==> config.mk <==
export PLATFORM = sky130hd
export DESIGN_NAME = bcd_gray_seq_ctrl
export DESIGN_NICKNAME = d
export VERILOG_FILES = /design/src/rtl/bcd_gray_seq_ctrl.sv
export SDC_FILE = /design/constraint.sdc
export NUM_CORES = 1
export LEC_CHECK = 0
export CAP_MARGIN = 0
export CORE_ASPECT_RATIO = 1.4
export CORE_MARGIN = 10
export CORE_UTILIZATION = 40
export DETAILED_ROUTE_END_ITERATION = 10
export PLACE_DENSITY_LB_ADDON = 0.08
export SETUP_SLACK_MARGIN = 0.02
export SYNTH_ARGS = -nofsm -noshare
export SYNTH_HDL_FRONTEND = slang
export SYNTH_SLANG_ARGS = --single-unit
==> constraint.sdc <==
create_clock -name clk -period 2.67 [get_ports clk]
set_clock_uncertainty 0.2 [all_clocks]
set_input_delay 0.534 -clock clk [delete_from_list [all_inputs] [get_ports clk]]
set_output_delay 0.534 -clock clk [all_outputs]
set_load 0.01 [all_outputs]
==> src/rtl/bcd_gray_seq_ctrl.sv <==
// bcd_gray_seq_ctrl
// Converts a packed word of DIGITS nibbles one digit per cycle through a single
// shared 4-bit BCD<->Gray datapath, LSB digit first. It also flags each digit
// whose value is outside the BCD range 0-9.
//
// Ports:
//   clk, rst_n          clock; synchronous active-low reset
//   in_valid/in_ready   input word handshake (in_data, in_mode)
//   in_mode             0 = BCD->Gray, 1 = Gray->BCD (latched at accept)
//   in_data             packed digits, digit i = bits [4i+3:4i]
//   out_valid/out_ready result handshake (out_data, out_err_mask, out_err)
//   out_data            converted word, same packing as in_data
//   out_err_mask        bit i set = digit i outside 0-9
//   out_err             OR of out_err_mask
//   busy                sequencer not idle
module bcd_gray_seq_ctrl #(
   parameter int unsigned DIGITS = 4
) (
   input  logic                  clk,
   input  logic                  rst_n,
   input  logic                  in_valid,
   output logic                  in_ready,
   input  logic                  in_mode,
   input  logic [4*DIGITS-1:0]   in_data,
   output logic                  out_valid,
   input  logic                  out_ready,
   output logic [4*DIGITS-1:0]   out_data,
   output logic [DIGITS-1:0]     out_err_mask,
   output logic                  out_err,
   output logic                  busy
);

   localparam int unsigned W     = 4 * DIGITS;
   localparam int unsigned IDX_W = (DIGITS > 1) ? $clog2(DIGITS) : 1;
   localparam logic [IDX_W-1:0] LAST_IDX = IDX_W'(DIGITS - 1);

   typedef enum logic [1:0] {
      IDLE = 2'd0,
      CONV = 2'd1,
      DONE = 2'd2
   } state_t;

   state_t           state;
   logic [IDX_W-1:0] idx;
   logic [W-1:0]     word_q;   // captured word, shifted so the active digit sits at [3:0]
   logic             mode_q;
   logic             ready_q;  // registered "state == IDLE"

   logic [3:0]       cur;
   logic [3:0]       conv_nib;
   logic             conv_err;

   // Gated by rst_n so the producer sees no ready while reset is held.
   assign in_ready = ready_q & rst_n;

   // Shared nibble converter: Gray encode (b ^ b>>1) or prefix-XOR Gray decode.
   always_comb begin
      cur      = word_q[3:0];
      conv_nib = '0;
      conv_err = 1'b0;
      if (!mode_q) begin
         conv_nib = {cur[3], cur[3] ^ cur[2], cur[2] ^ cur[1], cur[1] ^ cur[0]};
         conv_err = (cur > 4'd9);
      end else begin
         conv_nib = {cur[3],
                     cur[3] ^ cur[2],
                     cur[3] ^ cur[2] ^ cur[1],
                     cur[3] ^ cur[2] ^ cur[1] ^ cur[0]};
         conv_err = (conv_nib > 4'd9);
      end
   end

   // Sequencer: IDLE accepts a word, CONV walks DIGITS cycles, DONE holds the result.
   always_ff @(posedge clk) begin
      if (!rst_n) begin
         state        <= IDLE;
         idx          <= '0;
         word_q       <= '0;
         mode_q       <= 1'b0;
         ready_q      <= 1'b1;
         out_valid    <= 1'b0;
         out_data     <= '0;
         out_err_mask <= '0;
         out_err      <= 1'b0;
         busy         <= 1'b0;
      end else begin
         case (state)
            IDLE: begin
               if (in_valid && ready_q) begin
                  word_q       <= in_data;
                  mode_q       <= in_mode;
                  out_data     <= '0;
                  out_err_mask <= '0;
                  out_err      <= 1'b0;
                  idx          <= '0;
                  ready_q      <= 1'b0;
                  busy         <= 1'b1;
                  state        <= CONV;
               end
            end
            CONV: begin
               out_data[4*idx +: 4] <= conv_nib;
               out_err_mask[idx]    <= conv_err;
               out_err              <= out_err | conv_err;
               word_q               <= word_q >> 4;
               if (idx == LAST_IDX) begin
                  idx       <= '0;
                  out_valid <= 1'b1;
                  state     <= DONE;
               end else begin
                  idx <= idx + IDX_W'(1);
               end
            end
            DONE: begin
               if (out_ready) begin
                  out_valid <= 1'b0;
                  ready_q   <= 1'b1;
                  busy      <= 1'b0;
                  state     <= IDLE;
               end
            end
            default: begin
               state     <= IDLE;
               ready_q   <= 1'b1;
               out_valid <= 1'b0;
               busy      <= 1'b0;
            end
         endcase
      end
   end

endmodule
==> impl_metrics.toml <==
[run_status]
status = "completed"

[power]
power_density_nw_per_um2 = 574
leakage_nw = 1.02
p_comb_share_pct = 18.9
pwr-share-clk_pct = 33.3
ir_worst_vdd_mv = 0.303
swShare_pct = 27.7
p_int_mw = 1.13
p_sw_mw = 0.434
seqPwrFrac_pct = 47.8
total_power_mw = 1.56

[worst_setup_path]
crit_arrival_ns = 1.66
r2r_cells = 6
reg2reg_from = "word_q[3]$_SDFFE_PN0P_"
setup.worst_path.class = "in -> out"
startpoint = "rst_n"
cp-end-kind = "primary output"
crit_end = "in_ready"
r2r_end = "out_err_mask[3]$_SDFFE_PN0P_"
critPathLaunchType = "primary input"
worstPathRequired_ns = 1.94
rrSetupSlack_ns = 0.41
path_max_fanout = 2

[route]
drt_iter0_drc = 50
vias_per_cell = 5.18
drc = 0
routedWlPerCell_um = 14.2
drt_first_pass_iters = 5
num_vias = 1817
drtAntennaViolNets = 0
drt-total-wl_um = 4980

[synthesis]
syn-num-nets = 269
syn-cell-area_um2 = 2100
yosysWarnings = 0
ys_types = 40
async_flop_share_pct = 0
ys_seq_area_share_pct = 42.9
syn_avg_cell_area_um2 = 8.83
synth_seq_cells = 45
synth-edff-count = 0
synthCells = 238
ys.flop_type = "dfxtp_1"

[layout]
fillers = 516
nNetsFinal = 315
final_common_cell = "dfxtp_1"
num_antenna_cells = 0
multi_input_area_um2 = 1100
drive_gt1_share_pct = 8.07
layout_common_cells = "dfxtp_1, clkdlybuf4s50_1, nand2_1"
seq_area_um2 = 901
area_growth_pct = 29.5

[timing]
relSlewSlack_pct = 58.0
setup_viol = 0
rsz0062_at_grt = "false"
fin_setup_tns_ns = 0
fin_crit_sh_pct = 89.5
hold_viol = 0
max_freq_ghz = 0.418
tightest_slew_ns = 0.630
slew_viol_final = 0
fin_crit_ns = 2.39

[global_routing]
track_usage_pct = 12.1
grt_overflow = 0
grt_start_max_net_pins = 26
antenna_found_initial = 0
top_usage_layer = "met2"
grtUsageMet2_pct = 21.3
grt_pass1_vias = 1839
grtUsageMet1_pct = 13.1
grt_first_pass_wirelength_um = 8400
use_met3_pct = 3.15

[floorplan]
die_h_um = 106
rows = 31
pin_count = 45
core_um2 = 5120
start_util_pct = 41.0
die_area_um2 = 8590
die_w_um = 81.3

[clock_tree]
clk_latency_ns = 0.30
cts_buffers = 5
root_buffer = "clkbuf_8"
htree_levels = 2
postCtsHoldBufs = 0
cts_tree = "yes"
cts_setup_buffers = 0
cts_num_sinks = 45
cts_resized = 0
clk_pin_slew_ns = 0.08
ctsLongestPathBuffers = 2

[job]
drv_cap = 0

[min_path]
min_path_type = "reg -> reg"
hold_path_depth = 2

[place]
port_buffers = 44
gp_congestion = 0.767
hpwl_um = 3790
==> power groups by stage <==
stage | Clock [mW] | Combinational (mW) | Sequential [mW]
after global routing | 0.555 | 0.332 | 0.755
final | 0.521 | 0.295 | 0.748
after floorplan | 0 | 0.205 | 0.754
after detailed placement | 0 | 0.298 | 0.763
after CTS | 0.526 | 0.298 | 0.748
after global placement | 0 | 0.295 | 0.762
==> through the flow <==
stage          worst slack, ns  instance area, µm²  util, %  hold WS [ns]  instances
2_1_floorplan            0.751                2100        -         0.248        238
3_3_place_gp             0.284                2610     51.0         0.237        343
3_5_place_dp             0.270                2610     51.0         0.244        343
4_1_cts                  0.270                2720     53.2         0.256        351
5_1_grt                  0.230                2720     53.2         0.292        351
6_report                 0.280                2720     53.2         0.249        351
==> sequential cells by signal, summed over array words and instances, names as in the netlist <==
name / cells
busy: 1
idx: 2
mode_q: 1
out_data: 16
out_err: 1
out_err_mask: 4
out_valid: 1
ready_q: 1
state: 2
word_q: 16
==> worst min-delay path by stage <==
stage | start | end | slack, ns
after detailed placement | out_err$_SDFFE_PN0P_ | out_err$_SDFFE_PN0P_ | 0.24
after global placement | out_err$_SDFFE_PN0P_ | out_err$_SDFFE_PN0P_ | 0.24
after floorplan | word_q[12]$_SDFFE_PN0P_ | word_q[12]$_SDFFE_PN0P_ | 0.25
final | out_err$_SDFFE_PN0P_ | out_err$_SDFFE_PN0P_ | 0.25
after CTS | out_err$_SDFFE_PN0P_ | out_err$_SDFFE_PN0P_ | 0.26
after global routing | out_data[4]$_SDFFE_PN0P_ | out_data[4]$_SDFFE_PN0P_ | 0.29
==> per-layer routing <==
metal / share of wire (%) / wire (µm)
met3: 5.2 / 258
met1: 42 / 2090
met5: 0 / 0
met2: 51 / 2520
met4: 2.2 / 112
==> cells in the mapped netlist (2+ instances only) <==
master | n | area (µm²)
dfxtp_1 | 45 | 901
nand2_1 | 39 | 146
nor2_1 | 29 | 109
a21oi_1 | 21 | 105
a311oi_1 | 12 | 105
ha_1 | 10 | 125
inv_1 | 10 | 37.5
a22o_1 | 8 | 70.1
buf_2 | 5 | 25.0
nand3_1 | 5 | 25.0
a22oi_1 | 4 | 30.0
buf_4 | 4 | 30.0
nand2b_1 | 4 | 25.0
o21ai_0 | 4 | 20.0
a2bb2oi_1 | 3 | 26.3
and3_1 | 3 | 18.8
clkbuf_1 | 3 | 11.3
nor3_1 | 3 | 15.0
or3_1 | 3 | 18.8
a2bb2o_4 | 2 | 40.0
nand3b_1 | 2 | 15.0
==> critical path: stages <==
cell,delay [ns]
clkdlybuf4s50_1,0.47
and2_1,0.12
clkdlybuf4s50_1,0.53
==> layout make-up <==
type	count	share of cell area, %
Timing Repair Buffer	51	18.1
Multi-Input combinational cell	171	40.3
Inverter	10	1.38
Clock buffer	6	2.67
Tap cell	66	3.03
Clock inverter	2	1.43
Sequential cell	45	33.1
==> kinds of logic (layout without fill, tap and decap cells) <==
family | after synthesis | count (layout) | synth area share [%]
AND/OR/NAND/NOR | 98 | 98 | 23.2
AO/OA/AOI/OAI | 60 | 60 | 21.4
flip-flops | 45 | 45 | 42.9
buffers and inverters | 22 | 69 | 4.94
adder cells (fa/ha/maj) | 10 | 10 | 5.96
XOR/XNOR | 2 | 2 | 1.19
multiplexers | 1 | 1 | 0.476
Power figures use the tool's default switching activity.
